**src/rtl/iv_port_responder.sv**
```systemverilog
// IV bus port responder: 3 write registers (R0..R2) and one input port (R3) at a 4-aligned base.
// Optional macro IV_RESP_READBACK_EN makes R0..R2 readable; otherwise they read as 8'h00.
module iv_port_responder #(
    parameter int unsigned BANK      = 0,
    parameter logic [7:0]  BASE_ADDR = 8'h40
) (
    input  logic        clk,
    input  logic        rst,
    input  logic        mclk,
    input  logic        sc,
    input  logic        wc,
    input  logic        lb,
    input  logic        rb,
    input  logic [7:0]  iv_in,
    output logic [7:0]  iv_out,
    output logic        iv_oe,
    output logic [23:0] port_out,
    output logic [2:0]  wr_stb,
    input  logic [7:0]  port_in,
    output logic        rd_ack
);

    logic [20:0] sync1;
    logic [20:0] sync2;
    logic        mclk_s, sc_s, wc_s, lb_s, rb_s;
    logic [7:0]  iv_s, pin_s;
    logic        mclk_d;
    logic        bs;
    logic        fall;
    logic [7:0]  data;
    logic [1:0]  addr;
    logic        selected;
    logic        oe_next;
    logic [7:0]  rdata;

    assign {mclk_s, sc_s, wc_s, lb_s, rb_s, iv_s, pin_s} = sync2;

    assign bs      = (BANK == 0) ? lb_s : rb_s;
    // mclk_d resets to 0, so no edge is seen until synchronized mclk has been 1
    assign fall    = mclk_d & ~mclk_s;
    assign data    = ~iv_s;
    assign oe_next = selected & bs & ~sc_s & ~wc_s;

    always_comb begin
        rdata = '0;
        case (addr)
            2'd3: rdata = pin_s;
`ifdef IV_RESP_READBACK_EN
            2'd0: rdata = port_out[7:0];
            2'd1: rdata = port_out[15:8];
            2'd2: rdata = port_out[23:16];
`endif
            default: rdata = '0;
        endcase
    end

    always_ff @(posedge clk) begin
        if (rst) begin
            sync1    <= '0;
            sync2    <= '0;
            mclk_d   <= 1'b0;
            addr     <= '0;
            selected <= 1'b0;
            port_out <= '0;
            wr_stb   <= '0;
            iv_oe    <= 1'b0;
            iv_out   <= '1;
            rd_ack   <= 1'b0;
        end else begin
            sync1  <= {mclk, sc, wc, lb, rb, iv_in, port_in};
            sync2  <= sync1;
            mclk_d <= mclk_s;
            wr_stb <= '0;

            if (fall && bs) begin
                if (sc_s) begin
                    addr     <= data[1:0];
                    selected <= (data[7:2] == BASE_ADDR[7:2]);
                end else if (wc_s && selected) begin
                    case (addr)
                        2'd0: begin port_out[7:0]   <= data; wr_stb[0] <= 1'b1; end
                        2'd1: begin port_out[15:8]  <= data; wr_stb[1] <= 1'b1; end
                        2'd2: begin port_out[23:16] <= data; wr_stb[2] <= 1'b1; end
                        default: ;
                    endcase
                end
            end

            iv_oe  <= oe_next;
            iv_out <= oe_next ? ~rdata : 8'hFF;
            // addr cannot change while oe_next is high (that needs sc=1), so this fires once per read
            rd_ack <= oe_next & ~iv_oe & (addr == 2'd3);
        end
    end

endmodule

```
**config.mk**
```make
export PLATFORM = sky130hd
export DESIGN_NAME = iv_port_responder
export DESIGN_NICKNAME = d
export VERILOG_FILES = /design/src/rtl/iv_port_responder.sv
export SDC_FILE = /design/constraint.sdc
export NUM_CORES = 1
export LEC_CHECK = 0
export CAP_MARGIN = 20
export CORE_ASPECT_RATIO = 1.1
export CORE_UTILIZATION = 40
export CTS_CLUSTER_DIAMETER = 120
export CTS_CLUSTER_SIZE = 40
export DETAILED_ROUTE_END_ITERATION = 6
export DONT_BUFFER_PORTS = 1
export PLACE_DENSITY = 0.53
export SLEW_MARGIN = 30
export SYNTH_ARGS = -nofsm -noshare
export SYNTH_HDL_FRONTEND = slang
export SYNTH_SLANG_ARGS = --single-unit
```
**constraint.sdc**
```tcl
create_clock -name clk -period 3.5 [get_ports clk]
set_input_delay 0.7 -clock clk [delete_from_list [all_inputs] [get_ports clk]]
set_output_delay 0.7 -clock clk [all_outputs]
set_load 0.02 [all_outputs]
```
==> impl_metrics.tcl <==
set metrics [dict create \
    status "finished clean" \
    syn_area_per_cell_um2 11.27 \
    fmaxAchievable_ghz 0.5917 \
    mostFrequentLayoutCells "81 x dfxtp_1, 42 x nor2b_1, 35 x nand2_1, 24 x mux2i_1, 11 x clkbuf_8" \
    cp.arrival_ns 1.89 \
    yosys-top-cells-area "dfxtp_1 64%, nor2b_1 10%, mux2i_1 9.5%" \
    netlist_instances 224 \
    slew_headroom 0.5283 \
    cts_resized 0 \
    synth.largest_area_cell "dfxtp_1" \
    ir_worst_vdd_uv 260.7 \
    synth_warnings 0 \
    period_minus_slack_ns 1.690 \
    antenna_found_initial 0 \
    yosysTopAreaCellShare 0.6422 \
    finalCritPeriodShare 0.4829 \
    num_vias 1393 \
    die_x_um 77.75 \
    hp-class "reg2reg" \
    drive_gt1_frac 0.1135 \
    grt_pass1_vias 1349 \
    ys_ff_latch 81 \
    drt_iter0_drc 100 \
    max-cap-violations 0 \
    start_util 0.4127 \
    avgViaCountPerCell 4.508 \
    hold_buffers 0 \
    finalHoldViolCount 0 \
    rsz0062_at_grt "no" \
    end_kind "flop" \
    gp_congestion 0.6639 \
    r2r_start "sync2[20]" \
    hold_depth 1 \
    dpl.cell_count 293 \
    fp.coreArea_um2 6118 \
    min_from "sync2[0]" \
    syn2layout_area_growth_pct 11.50 \
    power_density_nw_per_um2 614.7 \
    tritoncts "done" \
    wl_per_cell_um 12.49 \
    insertion_delay_ns 0.34 \
    clock_skew_ns 0.008115 \
    worstPathRequired_ns 3.70 \
    r2r_slack_ns 1.81 \
    mostFrequentLayoutCell "dfxtp_1" \
    final_antenna_net_count 0 \
    htreeDepth 3 \
    critical_path_class "reg2reg" \
    grt_usage 0.1275 \
    overflow 0 \
    ys_seq_area_frac 0.6422 \
    drc 0 \
    clock_sinks 81 \
    crit_path_max_fanout 8 \
    synth_area_um2 2525 \
    post-dp-hpwl_mm 2.425 \
    worst_slew_pin_slew_ns 0.7033 \
    p_leak_nw 1.119 \
    clk_path_buf_depth 2 \
    r2r_cells 3 \
    clk_pin_slew_ns 0.08 \
    wl_mm 3.858 \
    cts_made_buffers 9 \
    r2r-end "port_out[14]" \
    stdcell_count 309 \
    hold_ws_ns 0.3658 \
    fp.dieArea_um2 6634 \
    die_h_um 85.33 \
    boundaryPins 60 \
    fin_nets 247 \
    min_to "iv_out[0]" \
    grt_pass1_wl_mm 6.306 \
    drv_slew 0 \
    num_rows 30 \
    dr.pass1.iters 4 \
    cts_setup_buffers 0 \
    syn-num-nets 247 \
    antenna_cells 0 \
    worstSetupStartpointType "flop" \
    cts-root-buf "clkbuf_8" \
    portBuffers 0 \
    fin_tns_setup_ns 0 \
    setup_viol 0 \
    yosysUniqueCellTypes 26 \
    grt_max_degree 57 \
]
==> cell usage after synthesis <==
cell,count
or4_1,2
o41ai_1,1
nor3_1,1
dfxtp_1,81
nor4b_1,2
nand2_1,35
buf_2,2
buf_6,2
mux2i_1,24
clkinv_1,1
clkbuf_1,6
inv_2,1
nor4_1,2
or2_2,7
nand4bb_1,1
nand3b_1,2
a211oi_1,2
nand4b_1,1
nor4_2,1
nand2b_1,1
and4b_1,1
inv_1,1
buf_1,2
nor2_1,2
nor2b_1,42
nand4_1,1
==> sequential cells by signal, summed over array words and instances (netlist names) <==
name      cells
port_out     24
sync1        20
sync2        20
iv_out        8
wr_stb        3
addr          2
iv_oe         1
mclk_d        1
rd_ack        1
selected      1
==> stage by stage <==
step | setup WS (ns) | power (mW) | instance area (um2) | utilization
after floorplan | 1.893 | 1.003 | 2525 | -
after global routing | 1.727 | 1.807 | 2815 | 0.4601
after global placement | 1.648 | 1.002 | 2576 | 0.4211
after detailed placement | 1.641 | 1.002 | 2576 | 0.4211
after CTS | 1.802 | 1.761 | 2806 | 0.4587
final | 1.810 | 1.730 | 2815 | 0.4601
==> how the worst max path moves through the flow <==
stage | startpoint | end
3_5_place_dp | rst | port_out[19]
3_3_place_gp | rst | port_out[3]
5_1_grt | sync2[20] | port_out[14]
4_1_cts | sync2[20] | port_out[14]
2_1_floorplan | rst | rd_ack
6_report | sync2[20] | port_out[14]
==> area by class of cell <==
class                      instances  area, um2
multi-input combinational        128      844.6
clock inverter                     4      75.07
inverter                           3      11.26
fill                             581       3303
sequential                        81       1622
tap                               80      100.1
timing repair buffer               1      7.507
clock buffer                      12      155.1
==> report_power, final <==
part | switching, mW | internal, mW
clock network | 0.310 | 0.441
registers | 0.00624 | 0.942
logic | 0.0140 | 0.0169
total | 0.330 | 1.40
==> worst max-delay path, stage by stage (launching register included) <==
cell,delay (ns)
dfxtp_1,0.33
nand4b_1,0.23
or4_1,0.79
mux2i_1,0.20
==> layer usage <==
metal	vias to the layer above	GRT usage	routed length, um
li1	721	-	-
met1	612	0.1536	1933
met2	49	0.1834	1526
met3	11	0.04731	283
met4	0	0.09777	114
met5	-	0	0
==> cells by family (layout without fill, tap and decap cells) <==
family / after synthesis / in the layout / share of synthesized area
muxes: 24 / 24 / 0.09514
buffers and inverters: 15 / 20 / 0.02923
AOI/OAI and AO/OA: 3 / 3 / 0.009414
DFF: 81 / 81 / 0.6422
and+or+nand+nor: 101 / 101 / 0.2240
Power figures use the tool's default switching activity.
